--- config.mk ---
export PLATFORM = sky130hd
export DESIGN_NAME = spike_event_encoder_flat
export DESIGN_NICKNAME = d
export VERILOG_FILES = /design/src/rtl/snn_pkg.sv /design/src/rtl/spike_event_encoder_if.sv /design/src/rtl/spike_event_encoder_fifo.sv /design/src/rtl/spike_event_encoder.sv /design/src/flat_wrapper.sv
export SDC_FILE = /design/constraint.sdc
export NUM_CORES = 1
export LEC_CHECK = 0
export CAP_MARGIN = 0
export CORE_MARGIN = 2
export CORE_UTILIZATION = 55
export CTS_BUF_LIST = sky130_fd_sc_hd__clkbuf_4 sky130_fd_sc_hd__clkbuf_8 sky130_fd_sc_hd__clkbuf_16
export DETAILED_ROUTE_END_ITERATION = 6
export PLACE_DENSITY = 0.77
export SYNTH_ARGS = -nofsm -noshare
export SYNTH_HDL_FRONTEND = slang
export SYNTH_SLANG_ARGS = --single-unit
--- constraint.sdc ---
create_clock -name clk -period 5.36 [get_ports clk]
set_input_delay 0.536 -clock clk [delete_from_list [all_inputs] [get_ports clk]]
set_output_delay 0.536 -clock clk [all_outputs]
set_load 0.01 [all_outputs]
--- src/rtl/snn_pkg.sv ---
// Shared constants for the spiking-neuron array: voltage format and event field widths.
package snn_pkg;

    localparam int DATA_WIDTH_DEF   = 16;
    localparam int NEURON_COUNT_DEF = 500;
    localparam int TS_WIDTH_DEF     = 16;
    localparam int ID_WIDTH_DEF     = $clog2(NEURON_COUNT_DEF);

    // Q4.12 reference voltages
    localparam logic signed [DATA_WIDTH_DEF-1:0] V_ONE  = 16'h1000;
    localparam logic signed [DATA_WIDTH_DEF-1:0] V_REST = 16'hECE1;
    localparam logic signed [DATA_WIDTH_DEF-1:0] W_REST = 16'hF600;

endpackage

--- src/rtl/spike_event_encoder_if.sv ---
// Neuron state stream in, address events out (valid/ready).
interface spike_event_encoder_if #(
    parameter int ID_W   = 9,
    parameter int DATA_W = 16,
    parameter int TS_W   = 16
);
    logic                     in_valid;
    logic [ID_W-1:0]          in_id;
    logic signed [DATA_W-1:0] in_v;
    logic                     ev_valid;
    logic                     ev_ready;
    logic [ID_W-1:0]          ev_id;
    logic [TS_W-1:0]          ev_ts;

    modport master (output in_valid, in_id, in_v, ev_ready,
                    input  ev_valid, ev_id, ev_ts);
    modport slave  (input  in_valid, in_id, in_v, ev_ready,
                    output ev_valid, ev_id, ev_ts);
endinterface

--- src/rtl/spike_event_encoder_fifo.sv ---
// First-word-fall-through synchronous FIFO holding {ts, id} events.
module event_fifo #(
    parameter int WIDTH = 25,
    parameter int DEPTH = 16,
    localparam int AW   = $clog2(DEPTH),
    localparam int LW   = AW + 1
) (
    input  logic             clk,
    input  logic             rst,
    input  logic             push,
    input  logic [WIDTH-1:0] din,
    input  logic             pop,
    output logic [WIDTH-1:0] dout,
    output logic             full,
    output logic             empty,
    output logic [LW-1:0]    level
);
    logic [WIDTH-1:0] mem [DEPTH];
    logic [AW-1:0]    wr_ptr, rd_ptr;
    logic             do_push, do_pop;

    assign full    = (level == LW'(DEPTH));
    assign empty   = (level == '0);
    assign do_pop  = pop & ~empty;
    assign do_push = push & (~full | do_pop);
    // Head is masked while empty so the outputs read zero after reset.
    assign dout    = empty ? '0 : mem[rd_ptr];

    always_ff @(posedge clk) begin
        if (do_push) mem[wr_ptr] <= din;
    end

    always_ff @(posedge clk) begin
        if (rst) begin
            wr_ptr <= '0;
            rd_ptr <= '0;
            level  <= '0;
        end else begin
            if (do_push) wr_ptr <= wr_ptr + AW'(1);
            if (do_pop)  rd_ptr <= rd_ptr + AW'(1);
            case ({do_push, do_pop})
                2'b10:   level <= level + LW'(1);
                2'b01:   level <= level - LW'(1);
                default: level <= level;
            endcase
        end
    end
endmodule

--- src/rtl/spike_event_encoder.sv ---
// Upward threshold-crossing detector for the TDM neuron stream; emits {timestep, id} events.
module spike_event_encoder
    import snn_pkg::*;
#(
    parameter int NEURON_COUNT = NEURON_COUNT_DEF,
    parameter int DATA_WIDTH   = DATA_WIDTH_DEF,
    parameter int TS_WIDTH     = TS_WIDTH_DEF,
    parameter int FIFO_DEPTH   = 16,
    parameter int DROP_WIDTH   = 16,
    localparam int ID_W        = (NEURON_COUNT > 1) ? $clog2(NEURON_COUNT) : 1,
    localparam int LVL_W       = $clog2(FIFO_DEPTH) + 1
) (
    input  logic                         clk,
    input  logic                         rst,
    spike_event_encoder_if.slave         bus,
    input  logic signed [DATA_WIDTH-1:0] thr,
    input  logic                         enable,
    output logic [LVL_W-1:0]             fifo_level,
    output logic                         overflow,
    output logic [DROP_WIDTH-1:0]        drop_count
);
    logic                         valid_r, enable_r;
    logic [ID_W-1:0]              id_r;
    logic signed [DATA_WIDTH-1:0] v_r, thr_r;
    logic [NEURON_COUNT-1:0]      flag;
    logic [TS_WIDTH-1:0]          ts;

    logic in_range, hit, above, flag_rd, spike, frame_end;
    logic pop, push, drop, full, empty;
    logic [TS_WIDTH+ID_W-1:0] head;

    // Stage 1: capture the sample as presented.
    always_ff @(posedge clk) begin
        if (rst) begin
            valid_r  <= 1'b0;
            enable_r <= 1'b0;
            id_r     <= '0;
            v_r      <= '0;
            thr_r    <= '0;
        end else begin
            valid_r  <= bus.in_valid;
            enable_r <= enable;
            id_r     <= bus.in_id;
            v_r      <= bus.in_v;
            thr_r    <= thr;
        end
    end

    // Stage 2: flag read and write in the same cycle, so no forwarding is needed.
    assign in_range  = (int'(id_r) < NEURON_COUNT);
    assign hit       = valid_r & in_range;
    assign above     = (v_r >= thr_r);
    assign flag_rd   = in_range ? flag[id_r] : 1'b0;
    assign spike     = hit & enable_r & above & ~flag_rd;
    assign frame_end = hit & (int'(id_r) == NEURON_COUNT - 1);

    assign pop  = bus.ev_valid & bus.ev_ready;
    assign push = spike & (~full | pop);
    assign drop = spike & full & ~pop;

    always_ff @(posedge clk) begin
        if (rst) begin
            flag       <= '0;
            ts         <= '0;
            overflow   <= 1'b0;
            drop_count <= '0;
        end else begin
            // Flags track the level even while disabled, so enabling never bursts.
            if (hit) flag[id_r] <= above;
            if (frame_end) ts <= ts + TS_WIDTH'(1);
            if (drop) begin
                overflow <= 1'b1;
                if (~&drop_count) drop_count <= drop_count + DROP_WIDTH'(1);
            end
        end
    end

    event_fifo #(
        .WIDTH (TS_WIDTH + ID_W),
        .DEPTH (FIFO_DEPTH)
    ) u_fifo (
        .clk   (clk),
        .rst   (rst),
        .push  (push),
        .din   ({ts, id_r}),
        .pop   (pop),
        .dout  (head),
        .full  (full),
        .empty (empty),
        .level (fifo_level)
    );

    assign bus.ev_valid = ~empty;
    assign {bus.ev_ts, bus.ev_id} = head;
endmodule

--- src/flat_wrapper.sv ---
// flat-port wrapper written by rule: the top's interface ports become plain ports
module spike_event_encoder_flat import snn_pkg::*;
#(
    parameter int NEURON_COUNT = NEURON_COUNT_DEF,
    parameter int DATA_WIDTH   = DATA_WIDTH_DEF,
    parameter int TS_WIDTH     = TS_WIDTH_DEF,
    parameter int FIFO_DEPTH   = 16,
    parameter int DROP_WIDTH   = 16,
    localparam int ID_W        = (NEURON_COUNT > 1) ? $clog2(NEURON_COUNT) : 1,
    localparam int LVL_W       = $clog2(FIFO_DEPTH) + 1
)
  (clk, rst, thr, enable, fifo_level, overflow, drop_count, bus_in_valid, bus_in_id, bus_in_v, bus_ev_ready, bus_ev_valid, bus_ev_id, bus_ev_ts);
  spike_event_encoder_if #(.ID_W((9)), .DATA_W(16), .TS_W(16)) bus_i ();
  input  logic clk;
  input  logic rst;
  input  logic signed [DATA_WIDTH-1:0] thr;
  input  logic enable;
  output logic [LVL_W-1:0] fifo_level;
  output logic overflow;
  output logic [DROP_WIDTH-1:0] drop_count;
  input wire logic [$bits(bus_i.in_valid)-1:0] bus_in_valid;
  input wire logic [$bits(bus_i.in_id)-1:0] bus_in_id;
  input wire logic [$bits(bus_i.in_v)-1:0] bus_in_v;
  input wire logic [$bits(bus_i.ev_ready)-1:0] bus_ev_ready;
  output wire logic [$bits(bus_i.ev_valid)-1:0] bus_ev_valid;
  output wire logic [$bits(bus_i.ev_id)-1:0] bus_ev_id;
  output wire logic [$bits(bus_i.ev_ts)-1:0] bus_ev_ts;
  assign bus_i.in_valid = bus_in_valid;
  assign bus_i.in_id = bus_in_id;
  assign bus_i.in_v = bus_in_v;
  assign bus_i.ev_ready = bus_ev_ready;
  assign bus_ev_valid = bus_i.ev_valid;
  assign bus_ev_id = bus_i.ev_id;
  assign bus_ev_ts = bus_i.ev_ts;
  spike_event_encoder #(.NEURON_COUNT(NEURON_COUNT), .DATA_WIDTH(DATA_WIDTH), .TS_WIDTH(TS_WIDTH), .FIFO_DEPTH(FIFO_DEPTH), .DROP_WIDTH(DROP_WIDTH)) u_core (.clk(clk), .rst(rst), .bus(bus_i), .thr(thr), .enable(enable), .fifo_level(fifo_level), .overflow(overflow), .drop_count(drop_count));
endmodule
==> metrics <==
status finished with violations; failing checks DRC; CP max-delay cell dfxtp_4; vias in the first global route around 32000; TritonCTS clock tree done; clk_lat worst skew 0.71 ns; ys flop type dfxtp_1; cell area after layout ~48000 sq um; GRT overflow 0; cells along the critical path buf_12, mux4_2, mux2i_1, o22ai_1, nor3_1, buf_4, or3_1, o2111a_2, nand4_1, nor2b_1, inv_1, ha_1, xor2_1, ha_1, a21oi_1, nand3_1, o21ai_0, nor2_1, or3_1, a21oi_1; VDD IR max 0.000268 V; final net count 3866; Placed Area 44700 sq um; TritonRoute pass-1 iters 7; Worst Hold Class in -> reg; final WL 133000 um; initial antenna violation count 2; DPL Wire Length approximately 75000 um; async set or reset register ratio after synthesis 0%; vias per inst 6.81; Net Switching 3690 uW; Critical Path Sink Type flip-flop; Power Density 328 nW/um^2; post-synthesis sequential area ratio a little under three fifths; Worst-path clk slew 0.07 ns; post-route ant nets 0; syn avg cell area 11.1 sq um; Static Leak 0.0150 uW; Sw Share between 20% and 30%; die height 282 um; Worst EP required 5.97 ns; PortBufs 93; total number of vias 33500; dpl cells 4732; WP data arrival 5.70 ns; Die Area 79600 sq um; Final setup viols 0; Post-CTS Setup Inserts 0; Layout area overhead 13.0%; Syn Std Cell Area 42600 sq um; Combinational Power Share 5.2%; htree depth 3; slew of the pin with the lowest slew margin 1.34 ns; CP peak stage delay 0.66 ns; Total GRT Usage 33.0%; Post-Route Skew 0.0712 ns; routability cong. 0.932; Bufs on Longest Clock Path 3; wire length per cell between 20 and 30 um; Root Buffer clkbuf_16; starting density of the core between 50% and 60%; final worst path period share ~95%; relative slew slack 10.2%; Placement Setup Slack 0.434 ns; # Max-Cap Violations 0; Max Slew Vio Count 0; syn nets 3907; count of flip-flops with a built-in enable after synthesis 400; slack of the critical path 0.272 ns; Yosys reg bits 993; setup_tns 0 ns; hold-fix buffers at CTS 0; clock share of power about 45%; CP max FO 48; TritonCTS Buffers 100; final cell count without fillers 4923; Hold Violations, Final 0; num rows 102; # IOs 94; global-route wire length before repair approximately 200000 um; RSZ-0062 raised after global routing no; share of layout cells above drive strength 1 15.2%; post-cts sizing count 0; Mapped Cells 3835; largest net degree at the start of global routing 213; startpoint type of the worst setup path flip-flop; synth warn 0; min Tclk post-route approximately 5 ns; max frequency 197 MHz; Setup CP Type reg -> reg; library cells used by synthesis 63; Seq pwr share 49.8%; DRC viols 1; Core ar. 77100 sq um; Util after Layout 62.4%; die width about 280 um; Clock Sinks just under 1000; first-iteration detailed-routing DRC count 5407; Pint about 12000 uW
[cells in the mapped netlist (8+ instances only)]
library cell	n	share of area, %
nand2b_1	8	0.12
mux4_2	218	12
inv_1	25	0.22
edfxtp_1	400	28
o21ai_0	527	6.2
clkbuf_1	330	2.9
mux2i_1	78	1.8
or3_1	16	0.24
a22oi_1	45	0.79
nand2_1	90	0.79
buf_2	12	0.14
a21oi_1	541	6.4
buf_1	22	0.19
nand3_1	532	6.3
dfxtp_1	593	28
nor2_1	101	0.89
nor2b_1	90	1.3
xor2_1	13	0.27
nand4_1	13	0.19
and3_1	31	0.46
ha_1	26	0.76
xnor2_1	8	0.16
buf_6	9	0.24
nor3_1	8	0.094
[kinds of logic (layout without fill, tap and decap cells)]
kind of cell / Yosys count / count (layout) / synth area share [%]
fa+ha+maj: 26 / 26 / 0.764
flops: 993 / 993 / 56.1
mux: 304 / 304 / 13.6
buf+inv: 406 / 449 / 3.84
simple gates: 931 / 931 / 11.1
xor+xnor: 21 / 21 / 0.432
other cells: 0 / 5 / 0
compound gates: 1154 / 1154 / 14.1
[placed cells by master (no fill, tap or decap), drive strengths merged, types with 92 or more instances in the layout]
cell / netlist / final
a21oi: 541 / 541
buf: 50 / 145
clkbuf: 330 / 147
clkdlybuf4s50: 0 / 92
dfxtp: 593 / 593
edfxtp: 400 / 400
mux4: 218 / 218
nand3: 533 / 533
nor2: 101 / 101
o21ai: 528 / 528
[routing by layer]
layer	part of all wire, %	up-vias	routed length, um	GRT usage [%]
met5	0.011	-	15	0
met3	12	590	15900	7.66
met1	36	16200	47400	42.3
met4	5.9	2	7860	18.4
met2	47	2528	62200	52.1
li1	-	14300	-	-
[cell type report]
class / instances / area (sq um)
timing repair buffer: 237 / 2220
inverter: 26 / 97.6
fill: 5854 / 29000
antenna: 5 / 12.5
clock buffer: 147 / 2960
sequential: 993 / 23900
multi-input combinational: 2436 / 17200
tap: 1040 / 1300
clock inverter: 39 / 442
[registers in the layout, summed over array words and instances (netlist names), named ones only]
register and cells:
u_core.flag 500, u_core.u_fifo.mem 400, u_core.drop_count 16, u_core.thr_r 16
u_core.ts 16, u_core.v_r 16, u_core.id_r 9, u_core.u_fifo.level 5
u_core.u_fifo.rd_ptr 4, u_core.u_fifo.wr_ptr 4, u_core.enable_r 1, u_core.overflow 1
u_core.valid_r 1
[path summary, 6_finish.rpt]
path | start | end | slack [ns] | cells past startpoint
min reg2reg | u_core.flag[180] | u_core.flag[180] | 0.47 | 2
max reg2reg | u_core.id_r[0] | u_core.u_fifo.level[4] | 0.27 | 20
max | u_core.id_r[0] | u_core.u_fifo.level[4] | 0.27 | 20
min | thr[8] | u_core.thr_r[8] | 0.40 | 2
[per-stage QoR]
step                power [uW]  hold slack [ns]
detailed placement        8820            0.460
global placement          8820            0.437
finish                   15800            0.402
global route             16100            0.402
CTS                      15800            0.377
floorplan                 8550            0.449
[power groups by stage]
stage,clock [uW],sequential (uW),combinational (uW)
after global routing,7420,7870,857
after CTS,7140,7870,791
after global placement,0,8030,788
after detailed placement,0,8030,787
after floorplan,0,8010,536
final,7110,7870,823
[worst max-delay path: cells and delay by family (launching register included)]
kind                     cells  cell delay (ns)
flip-flops                   1             0.66
XOR/XNOR                     1             0.16
AO/OA/AOI/OAI                5             0.84
adder cells (fa/ha/maj)      2             0.43
AND/OR/NAND/NOR              7             1.52
buffers and inverters        3             0.65
multiplexers                 2             0.70
Note: power is estimated with default switching activity, not from simulation.
